--- src/rtl/adc_capture_ctrl.sv ---
// ADC capture controller: arms on request, waits for a level/edge trigger, then gates decimated ADC samples into the capture FIFO.
// Latency: the FIFO write strobe and data are registered one clock after the sample-slot edge.
// Backpressure: fifo_full_i at a slot drops that sample and sets sticky overflow; with STOP_ON_FULL the capture ends there.
module adc_capture_ctrl #(
   parameter int DATA_WIDTH   = 10,
   parameter int CNT_WIDTH    = 16,
   parameter int OFFSET_WIDTH = 16,
   parameter int DEC_WIDTH    = 8,
   parameter bit STOP_ON_FULL = 1'b1
) (
   input  logic                    clk_i,
   input  logic                    reset_i,
   input  logic                    arm_i,
   input  logic                    abort_i,
   input  logic [1:0]              trig_mode_i,
   input  logic                    trig_wait_i,
   input  logic [OFFSET_WIDTH-1:0] offset_i,
   input  logic [CNT_WIDTH-1:0]    samples_i,
   input  logic [DEC_WIDTH-1:0]    decimate_i,
   input  logic                    trigger_i,
   input  logic [DATA_WIDTH-1:0]   adc_data_i,
   input  logic                    adc_or_i,
   input  logic                    fifo_full_i,
   output logic                    fifo_wr_en_o,
   output logic [DATA_WIDTH+1:0]   fifo_din_o,
   output logic                    armed_o,
   output logic                    capturing_o,
   output logic                    done_o,
   output logic                    overflow_o
);

   localparam logic [CNT_WIDTH-1:0]    CNT_ONE = CNT_WIDTH'(1);
   localparam logic [OFFSET_WIDTH-1:0] OFF_ONE = OFFSET_WIDTH'(1);
   localparam logic [DEC_WIDTH-1:0]    DEC_ONE = DEC_WIDTH'(1);

   typedef enum logic [2:0] {
      S_IDLE,
      S_WAIT_INACTIVE,
      S_ARMED,
      S_DELAY,
      S_CAPTURE,
      S_DONE
   } state_t;

   state_t                  r_state;
   state_t                  w_state_nxt;

   // Latched configuration. trig_wait_i is only consulted on the arm edge
   // itself, so it needs no stored copy.
   logic [1:0]              r_mode;
   logic [OFFSET_WIDTH-1:0] r_offset;
   logic [CNT_WIDTH-1:0]    r_samples;
   logic [DEC_WIDTH-1:0]    r_decimate;

   logic                    r_trig_prev;
   logic [OFFSET_WIDTH-1:0] r_delay_cnt;
   logic [DEC_WIDTH-1:0]    r_dec_cnt;
   logic [CNT_WIDTH-1:0]    r_slot_cnt;
   logic                    r_wr_en;
   logic [DATA_WIDTH+1:0]   r_din;
   logic                    r_overflow;

   logic                    w_hit;
   logic                    w_slot;
   logic                    w_last;
   logic                    w_arm_ok;
   logic [CNT_WIDTH-1:0]    w_slot_cnt_nxt;

   // Trigger qualifier for the latched mode (level modes ignore history).
   always_comb begin
      w_hit = 1'b0;
      case (r_mode)
         2'b00:   w_hit = ~trigger_i;
         2'b01:   w_hit = trigger_i;
         2'b10:   w_hit = trigger_i & ~r_trig_prev;
         default: w_hit = ~trigger_i & r_trig_prev;
      endcase
   end

   assign w_arm_ok       = arm_i & ~abort_i & ((r_state == S_IDLE) | (r_state == S_DONE));
   assign w_slot         = (r_state == S_CAPTURE) & (r_dec_cnt == '0);
   assign w_slot_cnt_nxt = r_slot_cnt + CNT_ONE;
   // A full FIFO at a slot still consumes the slot; it only ends the run when stopping on full.
   assign w_last         = w_slot & ((fifo_full_i & STOP_ON_FULL) | (w_slot_cnt_nxt == r_samples));

   // Next-state and status decode; abort overrides everything including a same-cycle arm.
   always_comb begin
      w_state_nxt = r_state;
      armed_o     = 1'b0;
      capturing_o = 1'b0;
      done_o      = 1'b0;
      if (abort_i) begin
         w_state_nxt = S_IDLE;
      end else begin
         case (r_state)
            S_IDLE, S_DONE: begin
               if (arm_i)
                  w_state_nxt = (~trig_mode_i[1] & trig_wait_i) ? S_WAIT_INACTIVE : S_ARMED;
            end
            S_WAIT_INACTIVE: begin
               if (~w_hit) w_state_nxt = S_ARMED;
            end
            S_ARMED: begin
               if (w_hit) begin
                  if (r_samples == '0)     w_state_nxt = S_DONE;
                  else if (r_offset == '0) w_state_nxt = S_CAPTURE;
                  else                     w_state_nxt = S_DELAY;
               end
            end
            S_DELAY: begin
               if (r_delay_cnt == '0) w_state_nxt = S_CAPTURE;
            end
            S_CAPTURE: begin
               if (w_last) w_state_nxt = S_DONE;
            end
            default: w_state_nxt = S_IDLE;
         endcase
      end
      armed_o     = (r_state == S_WAIT_INACTIVE) | (r_state == S_ARMED);
      capturing_o = (r_state == S_DELAY) | (r_state == S_CAPTURE);
      done_o      = (r_state == S_DONE);
   end

   // State register.
   always_ff @(posedge clk_i) begin
      if (reset_i) r_state <= S_IDLE;
      else         r_state <= w_state_nxt;
   end

   // Config latch, delay/decimation/slot counters and the registered FIFO write port.
   always_ff @(posedge clk_i) begin
      if (reset_i) begin
         r_trig_prev <= 1'b0;
         r_mode      <= '0;
         r_offset    <= '0;
         r_samples   <= '0;
         r_decimate  <= '0;
         r_delay_cnt <= '0;
         r_dec_cnt   <= '0;
         r_slot_cnt  <= '0;
         r_wr_en     <= 1'b0;
         r_din       <= '0;
         r_overflow  <= 1'b0;
      end else begin
         r_trig_prev <= trigger_i;
         r_wr_en     <= 1'b0;
         if (abort_i) begin
            r_overflow <= 1'b0;
         end else begin
            if (w_arm_ok) begin
               r_mode     <= trig_mode_i;
               r_offset   <= offset_i;
               r_samples  <= samples_i;
               r_decimate <= decimate_i;
               r_slot_cnt <= '0;
               r_overflow <= 1'b0;
            end
            case (r_state)
               S_ARMED: begin
                  if (w_hit) r_delay_cnt <= r_offset - OFF_ONE;
                  r_dec_cnt <= '0;
               end
               S_DELAY: begin
                  if (r_delay_cnt != '0) r_delay_cnt <= r_delay_cnt - OFF_ONE;
                  r_dec_cnt <= '0;
               end
               S_CAPTURE: begin
                  r_dec_cnt <= (r_dec_cnt == r_decimate) ? '0 : r_dec_cnt + DEC_ONE;
                  if (w_slot) begin
                     r_slot_cnt <= w_slot_cnt_nxt;
                     if (fifo_full_i) begin
                        r_overflow <= 1'b1;
                     end else begin
                        r_wr_en <= 1'b1;
                        r_din   <= {1'b1, adc_or_i, adc_data_i};
                     end
                  end
               end
               default: ;
            endcase
         end
      end
   end

   assign fifo_wr_en_o = r_wr_en;
   assign fifo_din_o   = r_din;
   assign overflow_o   = r_overflow;

endmodule
--- config.mk ---
export PLATFORM = sky130hd
export DESIGN_NAME = adc_capture_ctrl
export DESIGN_NICKNAME = d
export VERILOG_FILES = /design/src/rtl/adc_capture_ctrl.sv
export SDC_FILE = /design/constraint.sdc
export NUM_CORES = 1
export LEC_CHECK = 0
export ABC_AREA = 1
export BUFFER_PORTS_ARGS = -buffer_cell sky130_fd_sc_hd__buf_2
export CAP_MARGIN = 15
export CORE_ASPECT_RATIO = 0.5
export CORE_MARGIN = 2
export CORE_UTILIZATION = 62
export DETAILED_ROUTE_END_ITERATION = 7
export PLACE_DENSITY = 0.85
export SYNTH_ARGS = -nofsm -noshare
export SYNTH_HDL_FRONTEND = slang
export SYNTH_SLANG_ARGS = --single-unit
--- constraint.sdc ---
create_clock -name clk_i -period 5.8 [get_ports clk_i]
set_input_delay 1.16 -clock clk_i [delete_from_list [all_inputs] [get_ports clk_i]]
set_output_delay 1.16 -clock clk_i [all_outputs]
set_load 0.05 [all_outputs]
==> impl_metrics.toml, run 1 <==
[outcome]
status = "complete, no violations"

[critical_path]
crit_required_ns = 4.64
worstSetupPathType = "flip-flop to output pin"
cp_data_arrival_time_ns = 1.67
end_kind = "output pin"
crit_path_start_kind = "flip-flop"
reg2reg_depth = 10
crit_path_max_fanout = 34

[synthesis]
synthTopCellsByCount = "nand2_1 (163), dfxtp_1 (100), inv_1 (92)"
synth-edff-count = 0
synth_most_common_cell = "nand2_1"
ys_ff_latch = 100
yosys_warnings = 0
synth_top_area_cell = "dfxtp_1"
synth_ff_type = "dfxtp_1"
syn-num-nets = 861
syn_area_sq_mm = 0.00539
ys_seq_area_frac = 0.371
ys_types = 41
async_flop_share = 0
synth_top_area_frac = 0.371
ys_top_cells_by_area = "dfxtp_1 (37%), nand2_1 (11%), a21oi_1 (7.1%), o21ai_0 (6.8%), inv_1 (6.4%)"
postSynthCellCount = 797
syn_area_per_cell_sq_um = 6.76

[power]
ir_drop_mv = 0.204
power.internal_uw = 1240
powerDensity_mw_per_mm2 = 303
pwr-share-comb = 0.239
swShare = 0.331
power.switching_uw = 612
seq_power_share = 0.424
leakagePower_uw = 0.00273
p_clk_frac = 0.337

[floorplan]
fp.dieH_um = 69.9
dieArea_sq_mm = 0.00950
core_area_sq_mm = 0.00823
ios = 77
start_util = 0.655
rows = 23
die_x_um = 136

[sta]
hold_violations = 0
tightestPinTransition_ns = 0.783
rsz0062_at_grt = "false"
setup_viol = 0
min_period_ns = 2.83
relSlewSlack = 0.478
fin_crit_sh = 0.488
fin_worst_skew_ns = 0.00830
tns_ns = 0
fmax_mhz = 354
slew_violations = 0

[clocking]
h-tree-depth = 3
postCtsSetupRepairBufs = 0
ctsHoldBuffers = 0
cts_resized = 0
cts_max_path_buffers = 2
numCtsBuffers = 9
clock_latency_ns = 0.35
tritoncts = "done"
clkSlewWorstSetupHoldPaths_ns = 0.07
clock-root-buffer = "clkbuf_16"
numClockSinks = 100

[grt]
grt_pass1_wl_um = 22100
grt_antenna_before_repair = 0
grt_remaining_overflow = 0
grt_pass1_vias = 4851
grt_max_degree = 57
grt_use_total = 0.286

[placement]
dpl.cell_count = 959
place_congestion = 0.931
numPortBuffers = 76
post-dp-hpwl_um = 9460

[finish]
num-fill-cells = 678
drive_gt1_frac = 0.166
nNetsFinal = 922
fin_cells = 975
areaGrowthSynthToFinish_pct = 13.3
diodes = 0

[drt]
avgRoutedWirePerCell_um = 13.6
viasPerCell = 5.54
drc_errors = 0
firstDrtPassIters = 6
routed_wl_um = 13200
vias = 5404
route.antenna.remaining_nets = 0
first_iter_violations = 433

[hold_path]
hold_class = "flip-flop to flip-flop"
hold_path_depth = 2

[run]
drv_cap = 0
## per-stage QoR
step                cell area, sq um  total power, uW  worst slack [ns]  hold slack [ns]   util
floorplan                       5390             1120              3.40            0.439      -
global placement                5800             1220              2.80            0.431  0.705
detailed placement              5800             1230              2.71            0.433  0.705
CTS                             6100             1850              2.96            0.445  0.742
global route                    6100             1940              2.78            0.470  0.742
finish                          6100             1850              2.97            0.442  0.742
## path summary, 6_finish.rpt
path	startpoint	end	slack, ns
min reg2reg	fifo_din_o[0]	fifo_din_o[0]	0.44
min	fifo_din_o[0]	fifo_din_o[0]	0.44
max reg2reg	r_dec_cnt[0]	fifo_din_o[1]	3.03
max	r_state[0]	capturing_o	2.97
## worst max-delay path: stages, from the launching register on
cell and delay [ns]:
dfxtp_1 0.49, nand3_4 0.38, nand2_1 0.17, buf_2 0.28
## cell type report
cell class	instances	area [sq um]	share of cell area
clock buffers	9	225	0.0369
well taps	112	140	0.0230
clock inverters	7	80.1	0.0131
flip-flops and latches	100	2000	0.328
multi-input cells	559	2850	0.466
repair buffers	79	403	0.0660
inverters	109	409	0.0670
## state kept, by name, summed over array words and instances (netlist names)
name          cells
r_delay_cnt      16
r_offset         16
r_samples        16
r_slot_cnt       16
fifo_din_o       12
r_dec_cnt         8
r_decimate        8
r_state           3
r_mode            2
fifo_wr_en_o      1
overflow_o        1
r_trig_prev       1
## placed cells by master, fill, tap and decap left out, drive strengths merged, types with 6 or more instances in the layout
cell	instances
nor2	87
buf	79
a21oi	76
nand2	168
nand4	19
o21ai	101
xnor2	8
xor2	10
nand3	51
clkbuf	9
inv	108
nor4	11
dfxtp	100
clkinv	6
## logic make-up after synthesis
logic type / Yosys count / share of synthesized area
simple gates: 345 / 0.292
compound gates: 191 / 0.195
buf+inv: 138 / 0.102
flops: 100 / 0.371
xor+xnor: 18 / 0.0292
fa+ha+maj: 4 / 0.00929
mux: 1 / 0.00186
## power by group through the flow
stage | Clock, uW | Sequential (uW) | Combinational, uW
floorplan | 0 | 797 | 327
global placement | 0 | 796 | 422
detailed placement | 0 | 797 | 434
CTS | 629 | 782 | 437
global route | 658 | 790 | 495
finish | 623 | 783 | 441
## metal layers
layer  vias to the layer above  wire length, um  track usage
met3                        26              857       0.0588
met1                      2469             5930        0.365
li1                       2740                -            -
met4                         0              233       0.0891
met2                       169             6220        0.487
met5                         -                0            0
Power figures use the tool's default switching activity.
==> run 2, diff against run 1 <==
--- a/config.mk
+++ b/config.mk
@@ -10,9 +10,9 @@
 export CAP_MARGIN = 15
 export CORE_ASPECT_RATIO = 0.5
 export CORE_MARGIN = 2
-export CORE_UTILIZATION = 62
+export CORE_UTILIZATION = 52
 export DETAILED_ROUTE_END_ITERATION = 7
-export PLACE_DENSITY = 0.85
+export PLACE_DENSITY = 0.76
 export SYNTH_ARGS = -nofsm -noshare
 export SYNTH_HDL_FRONTEND = slang
 export SYNTH_SLANG_ARGS = --single-unit
==> constraint.sdc (replaced) <==
create_clock -name clk_i -period 2.6 [get_ports clk_i]
set_input_delay 0.52 -clock clk_i [delete_from_list [all_inputs] [get_ports clk_i]]
set_output_delay 0.52 -clock clk_i [all_outputs]
set_load 0.05 [all_outputs]
==> run 2 against run 1 <==
Sequential share of layout area fell by 0.55 points. Cell area grew 1.7%. Clock-buffer cell count up 1. Combinational power grew 120%. First-iteration DRC count shrank 24%. Register-to-register slack got worse by 2.7 ns. Highest routed layer unchanged.
==> impl_metrics.toml, run 2 (synthesis results as in run 1) <==
[outcome]
status = "complete, no violations"

[critical_path]
path_cells = "nand3_4 > buf_4 > nand2_1 > buf_2"
crit_slowest_cell = "dfxtp_1"
cp_slowest_stage_delay_ns = 0.49
crit_path_max_fanout = 28
crit_required_ns = 2.08
worstSetupPathType = "flip-flop to output pin"
crit_path_start_kind = "flip-flop"
cp_data_arrival_time_ns = 1.80
end_kind = "output pin"
reg2reg_slack_ns = 0.30

[sta]
hold_violations = 0
setup_viol = 0
tns_ns = 0
slew_violations = 0
tightestPinTransition_ns = 0.807
rsz0062_at_grt = "false"
fmax_mhz = 432
min_period_ns = 2.32
relSlewSlack = 0.455
fin_worst_skew_ns = 0.00736
fin_crit_sh = 0.891

[power]
p_clk_frac = 0.349
leakagePower_uw = 0.00276
powerDensity_mw_per_mm2 = 676
swShare = 0.319
power.internal_uw = 2860
power.switching_uw = 1340
ir_drop_mv = 0.351
pwr-share-comb = 0.235
power_uw = 4200
seq_power_share = 0.416

[drt]
route.antenna.remaining_nets = 0
routed_wl_um = 13000
avgRoutedWirePerCell_um = 12.9
first_iter_violations = 331
vias = 5306
firstDrtPassIters = 5
drc_errors = 0
viasPerCell = 5.26

[finish]
seqCellArea_sq_mm = 0.00200
nNetsFinal = 927
multiInputGateArea_sq_mm = 0.00285
areaGrowthSynthToFinish_pct = 15.2
drive_gt1_frac = 0.169
num-fill-cells = 948
mostFrequentLayoutCells = "nand2_1 (163), dfxtp_1 (100), inv_1 (92)"
fin_cells = 1008
diodes = 0
final_common_cell = "nand2_1"

[placement]
dpl.cell_count = 992
place_congestion = 0.927
post-dp-hpwl_um = 9510
numPortBuffers = 76

[clocking]
clkSlewWorstSetupHoldPaths_ns = 0.07
h-tree-depth = 3
cts_max_path_buffers = 2
cts_resized = 0
postCtsSetupRepairBufs = 0
clock_latency_ns = 0.35
ctsHoldBuffers = 0
numClockSinks = 100
clock-root-buffer = "clkbuf_16"
tritoncts = "done"
numCtsBuffers = 9

[grt]
grt_max_degree = 52
grt_antenna_before_repair = 0
grt_pass1_wl_um = 22300
busiest_layer = "met2"
grt_use_total = 0.238
gr-usage-met1 = 0.315
grtUsageMet3 = 0.0485
grt_use_met2 = 0.403
grt_remaining_overflow = 0
grt_pass1_vias = 4939

[floorplan]
start_util = 0.531
ios = 77
core_area_sq_mm = 0.0101
die_x_um = 148
fp.dieH_um = 76.0
rows = 26
dieArea_sq_mm = 0.0112

[run]
drv_cap = 0

[hold_path]
hold_class = "input port to flip-flop"
run 2: worst paths after layout:
check / from / cells past startpoint / to
max: r_state[0] / 4 / capturing_o
min: decimate_i[5] / 3 / r_decimate[5]
max reg2reg: r_slot_cnt[0] / 17 / r_state[2]
min reg2reg: fifo_din_o[3] / 2 / fifo_din_o[3]
run 2: final cells by class:
cell class | instances | area share
well taps | 140 | 0.0282
multi-input cells | 559 | 0.458
flip-flops and latches | 100 | 0.322
clock inverters | 6 | 0.0153
clock buffers | 10 | 0.0369
inverters | 109 | 0.0659
repair buffers | 84 | 0.0730
run 2: through the flow:
stage / hold slack, ns / cell area (sq um) / worst slack, ns / util
floorplan: 0.439 / 5390 / 0.410 / -
global placement: 0.428 / 5880 / 0.384 / 0.580
detailed placement: 0.431 / 5880 / 0.343 / 0.580
CTS: 0.415 / 6210 / 0.280 / 0.612
global route: 0.442 / 6210 / 0.0421 / 0.612
finish: 0.416 / 6210 / 0.284 / 0.612
run 2: worst max-delay path: cells and delay by family, from the launching register on:
kind | cells | cell delay [ns]
flops | 1 | 0.49
buf+inv | 2 | 0.55
simple gates | 2 | 0.40
run 2: power by group through the flow:
stage | Clock, uW | Combinational [uW] | Sequential (uW)
4_1_cts | 1490 | 985 | 1740
5_1_grt | 1540 | 1120 | 1760
6_report | 1460 | 986 | 1750
3_3_place_gp | 0 | 961 | 1780
3_5_place_dp | 0 | 977 | 1780
2_1_floorplan | 0 | 730 | 1780
run 2: routing by layer:
layer / routed length, um / vias up / part of all wire
met2: 6040 / 126 / 0.47
met1: 6100 / 2418 / 0.47
met3: 645 / 18 / 0.050
li1: - / 2744 / -
met4: 170 / 0 / 0.013
met5: 0 / - / 0
==> run 3, diff against run 2 <==
--- a/config.mk
+++ b/config.mk
@@ -6,12 +6,12 @@
 export NUM_CORES = 1
 export LEC_CHECK = 0
 export ABC_AREA = 1
-export BUFFER_PORTS_ARGS = -buffer_cell sky130_fd_sc_hd__buf_2
 export CAP_MARGIN = 15
 export CORE_ASPECT_RATIO = 0.5
 export CORE_MARGIN = 2
-export CORE_UTILIZATION = 52
+export CORE_UTILIZATION = 58
 export DETAILED_ROUTE_END_ITERATION = 7
+export DONT_BUFFER_PORTS = 1
 export PLACE_DENSITY = 0.76
 export SYNTH_ARGS = -nofsm -noshare
 export SYNTH_HDL_FRONTEND = slang
==> run 3 against run 2 <==
Hold slack worse by 0.18 ns. Sequential cell count did not move. Non-clock buffer count fell by 76. Cell count decreased by 9.8%. First-iteration DRC count fell by 10%. Clock power about the same. Sequential share of layout area increased by 2.3 points. Cell area shrank 6.6%. Setup slack worse by 0.093 ns. Via count shrank 4.9%. Clock-buffer cell count shrank 1. Combinational power decreased by 8.0%.
==> impl_metrics.toml, run 3 (synthesis results as in run 1) <==
[outcome]
status = "complete, no violations"

[run]
drv_cap = 0

[critical_path]
end_kind = "output pin"
crit_path_start_kind = "flip-flop"
cp_data_arrival_time_ns = 1.89
crit_path_max_fanout = 29
crit_required_ns = 2.08
worstSetupPathType = "flip-flop to output pin"

[clocking]
clkSlewWorstSetupHoldPaths_ns = 0.07
ctsHoldBuffers = 0
cts_max_path_buffers = 2
postCtsSetupRepairBufs = 0
numClockSinks = 100
cts_resized = 0
h-tree-depth = 3
clock-root-buffer = "clkbuf_16"
tritoncts = "done"
numCtsBuffers = 9
clock_latency_ns = 0.35

[power]
ir_drop_mv = 0.415
leakagePower_uw = 0.00243
powerDensity_mw_per_mm2 = 708
power_uw = 4100

[finish]
diodes = 0
fin_cells = 909
fin_util = 0.655
mostFrequentLayoutCells = "nand2_1 (163), dfxtp_1 (100), inv_1 (92)"
multiInputGateArea_sq_mm = 0.00285
num-fill-cells = 797
drive_gt1_frac = 0.0909
nNetsFinal = 851
final_common_cell = "nand2_1"
areaGrowthSynthToFinish_pct = 7.59
seqCellArea_sq_mm = 0.00200

[placement]
dpl.cell_count = 893
post-dp-hpwl_um = 9190
numPortBuffers = 0
place_congestion = 0.900

[sta]
fmax_mhz = 415
fin_worst_skew_ns = 0.00891
hold_slack_ns = 0.232
tightestPinTransition_ns = 0.771
rsz0062_at_grt = "false"
setup_viol = 0
hold_violations = 0
tns_ns = 0
fin_crit_sh = 0.926
relSlewSlack = 0.486
min_period_ns = 2.41
slew_violations = 0

[floorplan]
core_area_sq_mm = 0.00886
die_x_um = 140
ios = 77
fp.dieH_um = 72.2
start_util = 0.608
dieArea_sq_mm = 0.0101
rows = 24

[drt]
firstDrtPassIters = 5
route.antenna.remaining_nets = 0
vias = 5048
first_iter_violations = 298
avgRoutedWirePerCell_um = 13.9
routed_wl_um = 12700
viasPerCell = 5.55
drc_errors = 0

[grt]
grt_max_degree = 56
grt_use_total = 0.259
grt_pass1_vias = 4655
grt_antenna_before_repair = 0
grt_pass1_wl_um = 21300
grt_remaining_overflow = 0

[hold_path]
hold_class = "input port to flip-flop"
run 3: per-layer routing:
metal | global-route usage | wire (um) | vias to the layer above
met4 | 0.0718 | 144 | 0
met1 | 0.334 | 5970 | 2316
li1 | - | - | 2587
met5 | 0 | 0 | -
met2 | 0.444 | 5830 | 130
met3 | 0.0627 | 715 | 15
run 3: final cells by class:
class	instances	share of cell area
inverters	109	0.0706
multi-input cells	559	0.491
repair buffers	8	0.0125
well taps	117	0.0252
flip-flops and latches	100	0.345
clock inverters	7	0.0162
clock buffers	9	0.0388
run 3: path summary, 6_finish.rpt:
| path | startpoint | end | slack (ns) | depth (start not counted) |
|---|---|---|---|---|
| max | r_state[0] | capturing_o | 0.19 | 3 |
| min | reset_i | r_dec_cnt[6] | 0.23 | 1 |
| max reg2reg | r_state[0] | r_delay_cnt[12] | 0.29 | 9 |
| min reg2reg | r_slot_cnt[15] | r_slot_cnt[15] | 0.47 | 2 |
run 3: critical path, stage by stage (launching register included):
cell and delay (ns):
dfxtp_1 0.50, nand3_4 0.37, buf_4 0.30, nand2_1 0.36
run 3: stage by stage:
stage	instance area (sq um)	setup WS (ns)
floorplan	5390	0.410
global placement	5480	0.338
detailed placement	5480	0.323
CTS	5790	0.204
global route	5800	0.0542
finish	5800	0.191
run 3: report_power, final:
part           switching (uW)  internal [uW]  total (uW)
Sequential                119           1650        1770
Clock                     652            775        1430
Combinational             593            313         907
